<file path="config.mk">
export PLATFORM = sky130hd
export DESIGN_NAME = reg_op_seq
export DESIGN_NICKNAME = d
export VERILOG_FILES = /design/src/rtl/reg_op_seq.sv
export SDC_FILE = /design/constraint.sdc
export NUM_CORES = 1
export LEC_CHECK = 0
export BUFFER_PORTS_ARGS = -buffer_cell sky130_fd_sc_hd__buf_2
export CELL_PAD_IN_SITES_DETAIL_PLACEMENT = 0
export CELL_PAD_IN_SITES_GLOBAL_PLACEMENT = 1
export CORE_MARGIN = 2
export CORE_UTILIZATION = 38
export DETAILED_ROUTE_END_ITERATION = 10
export GPL_TIMING_DRIVEN = 0
export HOLD_SLACK_MARGIN = 0.15
export PLACE_DENSITY_LB_ADDON = 0.12
export SETUP_SLACK_MARGIN = 0.1
export SLEW_MARGIN = 20
export SYNTH_ARGS = -nofsm -noshare
export SYNTH_HDL_FRONTEND = slang
export SYNTH_SLANG_ARGS = --single-unit
export TNS_END_PERCENT = 10
</file>
<file path="constraint.sdc">
create_clock -name clk -period 2.3 [get_ports clk]
set_input_delay 0.115 -clock clk [delete_from_list [all_inputs] [get_ports clk]]
set_output_delay 0.115 -clock clk [all_outputs]
set_load 0.1 [all_outputs]
</file>
<file path="src/rtl/reg_op_seq.sv">
// Two-operand execute sequencer for a 16x4 register array: reads two sources
// serially through the single read port, applies a 4-bit ALU op, writes back.
module reg_op_seq (
   input  logic       clk,
   input  logic       clr,
   input  logic       start,
   input  logic [1:0] op,
   input  logic [3:0] srcA,
   input  logic [3:0] srcB,
   input  logic [3:0] dst,
   output logic       busy,
   output logic       done,
   output logic [3:0] result,
   output logic       carry,
   output logic       zero,
   output logic [3:0] rfReadAddr,
   input  logic [3:0] rfDataOut,
   output logic [3:0] rfWriteAddr,
   output logic       rfWriteEnable,
   output logic [3:0] rfDataIn
);

   localparam int unsigned DW = 4;
   localparam int unsigned AW = 4;

   localparam logic [1:0] OP_ADD = 2'b00;
   localparam logic [1:0] OP_SUB = 2'b01;
   localparam logic [1:0] OP_AND = 2'b10;

   typedef enum logic [1:0] {IDLE, RDA, RDB, WB} state_t;

   state_t        state, state_n;
   logic [1:0]    op_q, op_n;
   logic [AW-1:0] srcb_q, srcb_n;
   logic [DW-1:0] opa_q, opa_n;
   logic [DW-1:0] result_n;
   logic          carry_n, zero_n;
   logic [AW-1:0] raddr_n, waddr_n;
   logic          busy_n, done_n, we_q, we_n;
   logic [DW:0]   sum, diff;

   // 5-bit arithmetic so carry/borrow fall out of the top bit
   assign sum  = {1'b0, opa_q} + {1'b0, rfDataOut};
   assign diff = {1'b0, opa_q} - {1'b0, rfDataOut};

   always_comb begin
      state_n  = state;
      op_n     = op_q;
      srcb_n   = srcb_q;
      opa_n    = opa_q;
      result_n = result;
      carry_n  = carry;
      zero_n   = zero;
      raddr_n  = rfReadAddr;
      waddr_n  = rfWriteAddr;
      case (state)
         IDLE: begin
            if (start) begin
               state_n = RDA;
               op_n    = op;
               srcb_n  = srcB;
               waddr_n = dst;
               raddr_n = srcA;
            end
         end
         RDA: begin
            opa_n = rfDataOut;
            if (op_q == 2'b11) begin
               result_n = rfDataOut;
               carry_n  = 1'b0;
               zero_n   = (rfDataOut == '0);
               state_n  = WB;
            end else begin
               raddr_n = srcb_q;
               state_n = RDB;
            end
         end
         RDB: begin
            case (op_q)
               OP_ADD:  {carry_n, result_n} = sum;
               OP_SUB:  {carry_n, result_n} = diff;
               OP_AND: begin
                  result_n = opa_q & rfDataOut;
                  carry_n  = 1'b0;
               end
               default: begin
                  result_n = opa_q;
                  carry_n  = 1'b0;
               end
            endcase
            zero_n  = (result_n == '0);
            state_n = WB;
         end
         WB:      state_n = IDLE;
         default: state_n = IDLE;
      endcase
      busy_n = (state_n != IDLE);
      done_n = (state_n == WB);
      we_n   = (state_n == WB);
   end

   always_ff @(posedge clk) begin
      if (clr) begin
         state       <= IDLE;
         op_q        <= '0;
         srcb_q      <= '0;
         opa_q       <= '0;
         result      <= '0;
         carry       <= 1'b0;
         zero        <= 1'b0;
         rfReadAddr  <= '0;
         rfWriteAddr <= '0;
         busy        <= 1'b0;
         done        <= 1'b0;
         we_q        <= 1'b0;
      end else begin
         state       <= state_n;
         op_q        <= op_n;
         srcb_q      <= srcb_n;
         opa_q       <= opa_n;
         result      <= result_n;
         carry       <= carry_n;
         zero        <= zero_n;
         rfReadAddr  <= raddr_n;
         rfWriteAddr <= waddr_n;
         busy        <= busy_n;
         done        <= done_n;
         we_q        <= we_n;
      end
   end

   // Gate with clr so a reset landing in WB suppresses that edge's array write
   assign rfWriteEnable = we_q & ~clr;
   assign rfDataIn      = result;

endmodule

</file>
==> results of run 1 <==
-- metrics by stage --
stage / hold slack [ps] / setup WS [ps] / util, %
CTS: 165.6 / 170.8 / 50.06
global route: 193.7 / 102.8 / 50.31
finish: 163.8 / 240.9 / 50.31
global placement: 355.6 / 239.3 / 46.30
floorplan: 251.0 / 274.7 / -
detailed placement: 363.5 / 178.7 / 46.30
-- logic make-up after synthesis --
| kind of cell | share of synthesized area, % |
|---|---|
| compound gates | 17.36 |
| mux | 9.460 |
| fa+ha+maj | 11.10 |
| buf+inv | 7.740 |
| simple gates | 19.31 |
| flops | 35.03 |
-- layout make-up --
class	instances	area, um2
clock buffers	3	41.29
repair buffers	51	310.3
fillers	406	2002
inverters	11	41.29
well taps	50	62.56
multi-input cells	133	927.1
flip-flops and latches	28	561.8
plain buffers	13	82.58
-- per-layer routing --
| layer | up-vias | track usage (%) | share of wire [%] |
|---|---|---|---|
| met5 | - | 0 | 0 |
| met4 | 0 | 5.392 | 1.4 |
| met3 | 4 | 2.922 | 3.7 |
| met2 | 38 | 32.45 | 50 |
| met1 | 649 | 20.82 | 45 |
| li1 | 739 | - | - |
-- timing repair --
item / 4_1_cts / 5_1_grt
setup endpoints to repair: 0 / 2
gates resized for setup: 0 / 2
endpoints found under the hold margin: 11 / 0
hold buffers: 11 / 0
-- power by group through the flow --
stage	Clock [mW]	Sequential [mW]	Combinational, mW
5_1_grt	0.292	0.718	1.84
4_1_cts	0.268	0.700	1.71
6_report	0.258	0.701	1.71
3_3_place_gp	0	0.704	1.67
3_5_place_dp	0	0.711	1.69
2_1_floorplan	0	1.30	0.820
-- layout by cell type, fill, tap and decap left out, types with 2 or more instances in the layout --
master / count
nand2_1: 24
nor2b_1: 5
dlygate4sd3_1: 11
nor3_1: 3
buf_4: 5
buf_2: 40
o21ai_0: 6
a21oi_2: 2
mux2i_1: 14
and2_1: 2
dfxtp_1: 27
ha_1: 11
a211oi_1: 6
a21oi_1: 15
buf_6: 2
fa_1: 2
nand2b_1: 2
inv_1: 11
clkbuf_1: 6
nor2_1: 17
clkbuf_8: 3
-- state kept, by name, summed over array words and instances (netlist names) --
name,count
result,4
zero,1
srcb_q,4
busy,1
rfWriteAddr,4
opa_q,4
we_q,1
rfReadAddr,4
state,2
carry,1
op_q,2
-- final timing paths --
check / startpoint / endpoint / slack [ps] / depth (start not counted)
max reg2reg: opa_q[0] / result[2] / 240 / 8
max: opa_q[0] / result[2] / 240 / 8
min reg2reg: rfWriteAddr[2] / rfWriteAddr[2] / 460 / 2
min: rfDataOut[3] / opa_q[3] / 160 / 3
-- critical path: stages (launching register included) --
cell     delay [ps]
dfxtp_2         350
ha_1            160
inv_1            70
fa_1            390
nor2b_1         150
or3_1           350
a31oi_4         200
nor2b_1          70
o221a_1         220
==> summary.md, run 1 <==
| Metric | Value |
|---|---|
| Switch share | `55.54%` |
| Fin cells | `289` |
| Die area | `4747 um2` |
| Static leakage | `0.8925 nW` |
| # Post-CTS Setup Buffers | `0` |
| Setup TNS | `0 ps` |
| Detailed-route wire length per cell | `13.19 um` |
| Max IR drop VDD | `0.8746 mV` |
| Count of input and output buffers | `40` |
| Arr. time, crit path | `2230 ps` |
| Post-DP HPWL | `2.935 mm` |
| Syn Nets | `219` |
| First-pass GRT wire length | `6.292 mm` |
| Dpl cells | `275` |
| Share of synthesized registers carrying an async set or reset | `0%` |
| Total power | `2.668 mW` |
| # Max-Cap Violations | `0` |
| Clock Path Buffers | `2` |
| Final number of hold-violating endpoints | `0` |
| Area of placed instances | `1866 um2` |
| CP required | `2470 ps` |
| Largest net degree at the start of global routing | `15` |
| Drt total wl | `3.811 mm` |
| Yosys warnings | `0` |
| Post-layout net count | `275` |
| CTS tree | `yes` |
| Min-delay worst type | `in -> reg` |
| Largest cells by area after synthesis | `dfxtp_1 (35%), mux2i_1 (8.8%), ha_1 (8.6%), nand2_1 (5.6%), a21oi_1 (4.7%)` |
| CP Max Fanout | `4` |
| Row Count | `23` |
| Switching power | `1.482 mW` |
| DRC errors left | `0` |
| Starting Density | `39.72%` |
| Clock share of power | `9.7%` |
| Worst-Margin Slew | `613.5 ps` |
| Die height | `68.90 um` |
| Worst Setup Start Kind | `register` |
| Die X | `68.90 um` |
| Crit. End Element | `register` |
| Yosys top cell by area | `dfxtp_1` |
| Post-synth EDFFs | `0` |
| Pint | `1.186 mW` |
| Outcome | `finished clean` |
| Inserted Diodes | `0` |
| TritonCTS buffer count | `3` |
| Post-Route Skew | `4.872 ps` |
| Sequential area share after synthesis | `35.03%` |
| Final Setup Violations | `0` |
| Fmax | `0.4857 GHz` |
| Layout cells sized above 1 | `25.10%` |
| Synth unique cells | `41` |
| H-Tree Level Count | `1` |
| Initial antenna violation count | `0` |
| Main synth FF type | `dfxtp_1` |
| Clock period minus final worst setup slack | `2059 ps` |
| Synthesis-stage register bit count | `28` |
| RSZ-0062 raised after global routing | `no` |
| Share of power burned in registers | `26.3%` |
| Gr usage total | `17.65%` |
| Final Slew Violations | `0` |
| Ports | `42` |
| Count leader, synth | `dfxtp_1` |
| Clock sink total | `28` |
| Design Area, Final | `2027 um2` |
| RePlAce Congestion | `0.8426` |
| Commonest cells post-synth | `dfxtp_1 (28), nand2_1 (24), nor2_1 (17)` |
| Number of global-route vias before repair | `1436` |
| DR vias | `1430` |
| Fin crit share | `89.53%` |
| Max_slew headroom | `59.10%` |
| Crit path kind | `reg -> reg` |
| Post-route antenna net violation count | `0` |
| Clock transition at path regs | `90 ps` |
| Starting DRT DRC Count | `79` |
| Worst-Skew Late Latency | `270 ps` |
| Post-Syn Area | `1600 um2` |
| Combinational share of power | `64.1%` |
| Initial DRT Pass Iterations | `4` |
| Remaining Overflow, GRT | `0` |
| Syn Inst Count | `185` |
| Root Driver | `clkbuf_8` |
| Vias per Instance | `4.948` |
| Share of the synthesized area in the top cell type | `35.03%` |
| Cell Pwr Density | `1316 nW/um2` |
| Syn_area_per_cell | `8.650 um2` |
| Layout area overhead | `26.66%` |
| Core area | `4029 um2` |
(Power assumes the default switching activity.)
==> inputs of run 2 (changes only) <==
--- a/config.mk
+++ b/config.mk
@@ -13,6 +13,7 @@
 export DETAILED_ROUTE_END_ITERATION = 10
 export GPL_TIMING_DRIVEN = 0
 export HOLD_SLACK_MARGIN = 0.15
+export MAX_ROUTING_LAYER = met4
 export PLACE_DENSITY_LB_ADDON = 0.12
 export SETUP_SLACK_MARGIN = 0.1
 export SLEW_MARGIN = 20
==> summary.md, run 2 (synthesized netlist as in run 1, its figures left out) <==
| Metric | Value |
|---|---|
| Reg-to-reg slack, setup | `240 ps` |
| Vias per Instance | `4.952` |
| Number of global-route vias before repair | `1436` |
| Post-Route Skew | `4.902 ps` |
| Die area | `4747 um2` |
| Fin cells | `289` |
| CP top delay family | `simple AND/OR/NAND/NOR gates` |
| CP Depth | `8` |
| Slowest-stage cell, CP | `fa_1` |
| Worst-Margin Slew | `611.7 ps` |
| Initial DRT Pass Iterations | `4` |
| CP Max Fanout | `4` |
| H-Tree Level Count | `1` |
| Pint | `1.186 mW` |
| # Max-Cap Violations | `0` |
| Core area | `4029 um2` |
| Outcome | `finished clean` |
| CTS tree | `yes` |
| Worst-Skew Late Latency | `270 ps` |
| Inserted Diodes | `0` |
| Starting Density | `39.72%` |
| Hold Worst Slack | `163.8 ps` |
| Fmax | `0.4857 GHz` |
| RSZ-0062 raised after global routing | `no` |
| Clock sink total | `28` |
| RePlAce Congestion | `0.8556` |
| Arr. time, crit path | `2230 ps` |
| Final Setup Violations | `0` |
| CP peak stage delay | `390 ps` |
| R2R cell count | `8` |
| Layout cells sized above 1 | `25.10%` |
| Worst Setup Start Kind | `register` |
| Remaining Overflow, GRT | `0` |
| Dpl cells | `275` |
| Switching power | `1.482 mW` |
| Fin crit share | `89.52%` |
| DRC errors left | `0` |
| Crit Reg-Reg Startpoint | `opa_q[0]` |
| Register area | `561.8 um2` |
| Ports | `42` |
| Clock transition at path regs | `90 ps` |
| Post-DP HPWL | `2.935 mm` |
| Gr usage total | `18.14%` |
| Most used cell, CP | `nor2b_1` |
| Detailed-route wire length per cell | `13.20 um` |
| Share of power burned in registers | `26.3%` |
| Post-route antenna net violation count | `0` |
| TritonCTS buffer count | `3` |
| Count of input and output buffers | `40` |
| Critical Path Source | `opa_q[0]` |
| DR vias | `1431` |
| Die X | `68.90 um` |
| CP Cell Sequence | `ha_1 -> inv_1 -> fa_1 -> nor2b_1 -> or3_1 -> a31oi_4 -> nor2b_1 -> o221a_1` |
| # Post-CTS Setup Buffers | `0` |
| Layout area overhead | `26.66%` |
| Root Driver | `clkbuf_8` |
| Final Util | `50.31%` |
| Final number of hold-violating endpoints | `0` |
| Largest net degree at the start of global routing | `15` |
| Max_slew headroom | `59.22%` |
| Buf+Inv Stages, Crit Path | `1` |
| Static leakage | `0.8925 nW` |
| Post-layout net count | `275` |
| Cell Pwr Density | `1316 nW/um2` |
| # fillers | `406` |
| Worst setup path end | `result[2]` |
| Max IR drop VDD | `0.8746 mV` |
| Drt total wl | `3.814 mm` |
| Multi-input gate area | `927.1 um2` |
| Row Count | `23` |
| Starting DRT DRC Count | `76` |
| Commonest non-fill, non-tap cell in the layout | `buf_2` |
| FF-to-FF End | `result[2]` |
| CP required | `2470 ps` |
| Initial antenna violation count | `0` |
| Combinational share of power | `64.1%` |
| Commonest non-fill, non-tap cells in the layout | `buf_2 (40), dfxtp_1 (27), nand2_1 (24), nor2_1 (17), a21oi_1 (15)` |
| First-pass GRT wire length | `6.292 mm` |
| Clock share of power | `9.7%` |
| Clock Path Buffers | `2` |
| Setup TNS | `0 ps` |
| Crit path kind | `reg -> reg` |
| Clock period minus final worst setup slack | `2059 ps` |
| Crit. End Element | `register` |
| Min-delay worst type | `in -> reg` |
| Switch share | `55.54%` |
| Die height | `68.90 um` |
| Hold Path Origin | `rfDataOut[3]` |
| Final Slew Violations | `0` |
==> run 2: cell counts in the layout (fill, tap and decap cells not counted) <==
No cell type changed its count.
==> run 2: final cells by class <==
cell class                      count  share of cell area, %
Buffer                             13                  4.074
Clock buffer                        3                  2.037
Inverter                           11                  2.037
Multi-Input combinational cell    133                  45.74
Sequential cell                    28                  27.72
Tap cell                           50                  3.086
Timing Repair Buffer               51                  15.31
==> run 2: per-layer routing <==
metal | track usage (%) | up-vias | share of wire, %
met4 | 5.392 | 0 | 1.3
met5 | - | - | 0
met2 | 32.45 | 37 | 50
li1 | - | 739 | -
met3 | 2.435 | 4 | 3.4
met1 | 21.12 | 651 | 45
==> run 2: worst min-delay path by stage <==
stage / end / depth (start not counted) / slack, ps
final: opa_q[3] / 3 / 160
after global placement: rfWriteAddr[2] / 3 / 360
after detailed placement: srcb_q[2] / 3 / 360
after global routing: rfReadAddr[2] / 3 / 190
after floorplan: srcb_q[0] / 2 / 250
after CTS: opa_q[3] / 3 / 170
==> run 2: repair_timing <==
| item | 4_1_cts | 5_1_grt |
|---|---|---|
| endpoints found under the setup margin | 0 | 2 |
| hold buffers | 11 | 0 |
| gates resized for setup | 0 | 2 |
| hold endpoints to repair | 11 | 0 |
==> run 2: metrics by stage <==
| step | setup WS, ps | total power [mW] | area [um2] |
|---|---|---|---|
| after global placement | 239.3 | 2.373 | 1866 |
| final | 240.9 | 2.668 | 2027 |
| after detailed placement | 178.7 | 2.403 | 1866 |
| after CTS | 170.8 | 2.679 | 2017 |
| after global routing | 102.8 | 2.848 | 2027 |
| after floorplan | 274.7 | 2.123 | 1603 |
==> run 2: power by group through the flow <==
stage | Clock, mW | Combinational [mW] | Sequential, mW
2_1_floorplan | 0 | 0.820 | 1.30
6_report | 0.258 | 1.71 | 0.701
4_1_cts | 0.268 | 1.71 | 0.700
3_3_place_gp | 0 | 1.67 | 0.704
3_5_place_dp | 0 | 1.69 | 0.711
5_1_grt | 0.292 | 1.84 | 0.718
==> run 2: worst reg2reg max path, cell delays in order, from the launching register on <==
cell	delay, ps
dfxtp_2	350
ha_1	160
inv_1	70
fa_1	390
nor2b_1	150
or3_1	350
a31oi_4	200
nor2b_1	70
o221a_1	220
==> inputs of run 3 (changes only) <==
==> constraint.sdc (replaced) <==
create_clock -name clk -period 2.3 [get_ports clk]
set_input_delay 0.115 -clock clk [delete_from_list [all_inputs] [get_ports clk]]
set_output_delay 0.115 -clock clk [all_outputs]
set_load 0.01 [all_outputs]
==> summary.md, run 3 (synthesized netlist as in run 1, its figures left out) <==
| Metric | Value |
|---|---|
| Most used cell, CP | `nor2b_1` |
| Worst-Margin Slew | `548.5 ps` |
| Setup TNS | `0 ps` |
| # Max-Cap Violations | `0` |
| Starting Density | `39.72%` |
| Remaining Overflow, GRT | `0` |
| Layout cells sized above 1 | `24.90%` |
| Vias per Instance | `4.986` |
| Static leakage | `0.9022 nW` |
| Die height | `68.90 um` |
| TritonCTS buffer count | `3` |
| Count of input and output buffers | `40` |
| Ports | `42` |
| Number of global-route vias before repair | `1433` |
| Multi-input gate area | `915.9 um2` |
| Final Setup Violations | `0` |
| CP Cell Sequence | `ha_1 -> inv_1 -> fa_1 -> nor2b_1 -> or3_1 -> a31oi_2 -> nor2b_1 -> o221a_1` |
| Worst Setup Start Kind | `register` |
| Crit path kind | `reg -> reg` |
| RSZ-0062 raised after global routing | `no` |
| Max IR drop VDD | `0.5452 mV` |
| Post-DP HPWL | `2.905 mm` |
| Clock period minus final worst setup slack | `2032 ps` |
| DRC errors left | `0` |
| Fin crit share | `88.35%` |
| Fin cells | `291` |
| CP Max Fanout | `4` |
| Starting DRT DRC Count | `62` |
| Slowest-stage cell, CP | `fa_1` |
| RePlAce Congestion | `0.8615` |
| H-Tree Level Count | `1` |
| Post-route antenna net violation count | `0` |
| # fillers | `399` |
| Largest net degree at the start of global routing | `16` |
| Worst-Skew Late Latency | `280 ps` |
| CP peak stage delay | `390 ps` |
| Crit. End Element | `register` |
| Cell Pwr Density | `971.6 nW/um2` |
| Post-Route Skew | `11.12 ps` |
| Clock sink total | `28` |
| Final Slew Violations | `0` |
| Commonest non-fill, non-tap cells in the layout | `buf_2 (40), dfxtp_1 (27), nand2_1 (24), nor2_1 (17), a21oi_1 (15)` |
| Initial DRT Pass Iterations | `6` |
| Die X | `68.90 um` |
| Register area | `561.8 um2` |
| Initial antenna violation count | `0` |
| Detailed-route wire length per cell | `12.90 um` |
| Row Count | `23` |
| Arr. time, crit path | `2210 ps` |
| Layout area overhead | `27.44%` |
| CTS tree | `yes` |
| Final number of hold-violating endpoints | `0` |
| Outcome | `finished clean` |
| Gr usage total | `18.49%` |
| Die area | `4747 um2` |
| Min-delay worst type | `in -> reg` |
| CP required | `2480 ps` |
| Root Driver | `clkbuf_8` |
| Commonest non-fill, non-tap cell in the layout | `buf_2` |
| Clock transition at path regs | `100 ps` |
| Max_slew headroom | `63.43%` |
| DR vias | `1451` |
| Dpl cells | `275` |
| Post-layout net count | `276` |
| First-pass GRT wire length | `6.382 mm` |
| Drt total wl | `3.755 mm` |
| Core area | `4029 um2` |
| Fmax | `0.4921 GHz` |
| # Post-CTS Setup Buffers | `0` |
| Clock Path Buffers | `2` |
| Inserted Diodes | `0` |
run 3: timing repair:
item                       in CTS  in global routing
setup endpoints to repair       0                  1
gates resized for setup         0                  1
hold endpoints to repair       12                  0
hold buffers                   12                  0
run 3: stage by stage:
step	setup WS (ps)	util, %	total power, mW	instance area [um2]	hold slack (ps)
floorplan	374.9	-	1.404	1600	251.0
global placement	238.3	46.24	1.654	1863	356.0
detailed placement	213.8	46.24	1.683	1863	363.1
CTS	203.4	50.59	2.014	2038	164.2
global route	145.0	50.62	2.168	2039	190.0
finish	268.0	50.62	1.982	2039	164.4
run 3: cell type report:
cell class	count	area share, %
buffer	13	4.049
multi-input combinational	133	44.91
timing repair buffer	52	15.71
sequential	28	27.55
tap	50	3.067
inverter	11	2.025
clock buffer	4	2.699
run 3: worst max-delay path: cells and delay by family, from the launching register on:
kind	cells	cell delay, ps
buffers and inverters	1	60
DFF	1	360
AOI/OAI and AO/OA	2	430
and+or+nand+nor	3	540
adders and majority gates	2	550
run 3: worst paths after layout:
path / start / to / slack [ps] / cells past startpoint
min reg2reg: srcb_q[3] / srcb_q[3] / 460 / 2
max: opa_q[0] / result[2] / 270 / 8
min: srcA[3] / rfReadAddr[3] / 160 / 3
max reg2reg: opa_q[0] / result[2] / 270 / 8
run 3: power by group:
group / internal (mW) / total [mW] / switching (mW)
Sequential: 0.621 / 0.702 / 0.0812
Combinational: 0.441 / 0.974 / 0.534
Clock: 0.153 / 0.305 / 0.152
run 3: metal layers:
metal  wire length [um]  vias to the layer above  track usage [%]
li1                   -                      739                -
met1               1661                      668            23.00
met2               1859                       38            31.01
met3                181                        6            2.922
met4                 53                        0            5.392
met5                  0                        -                -
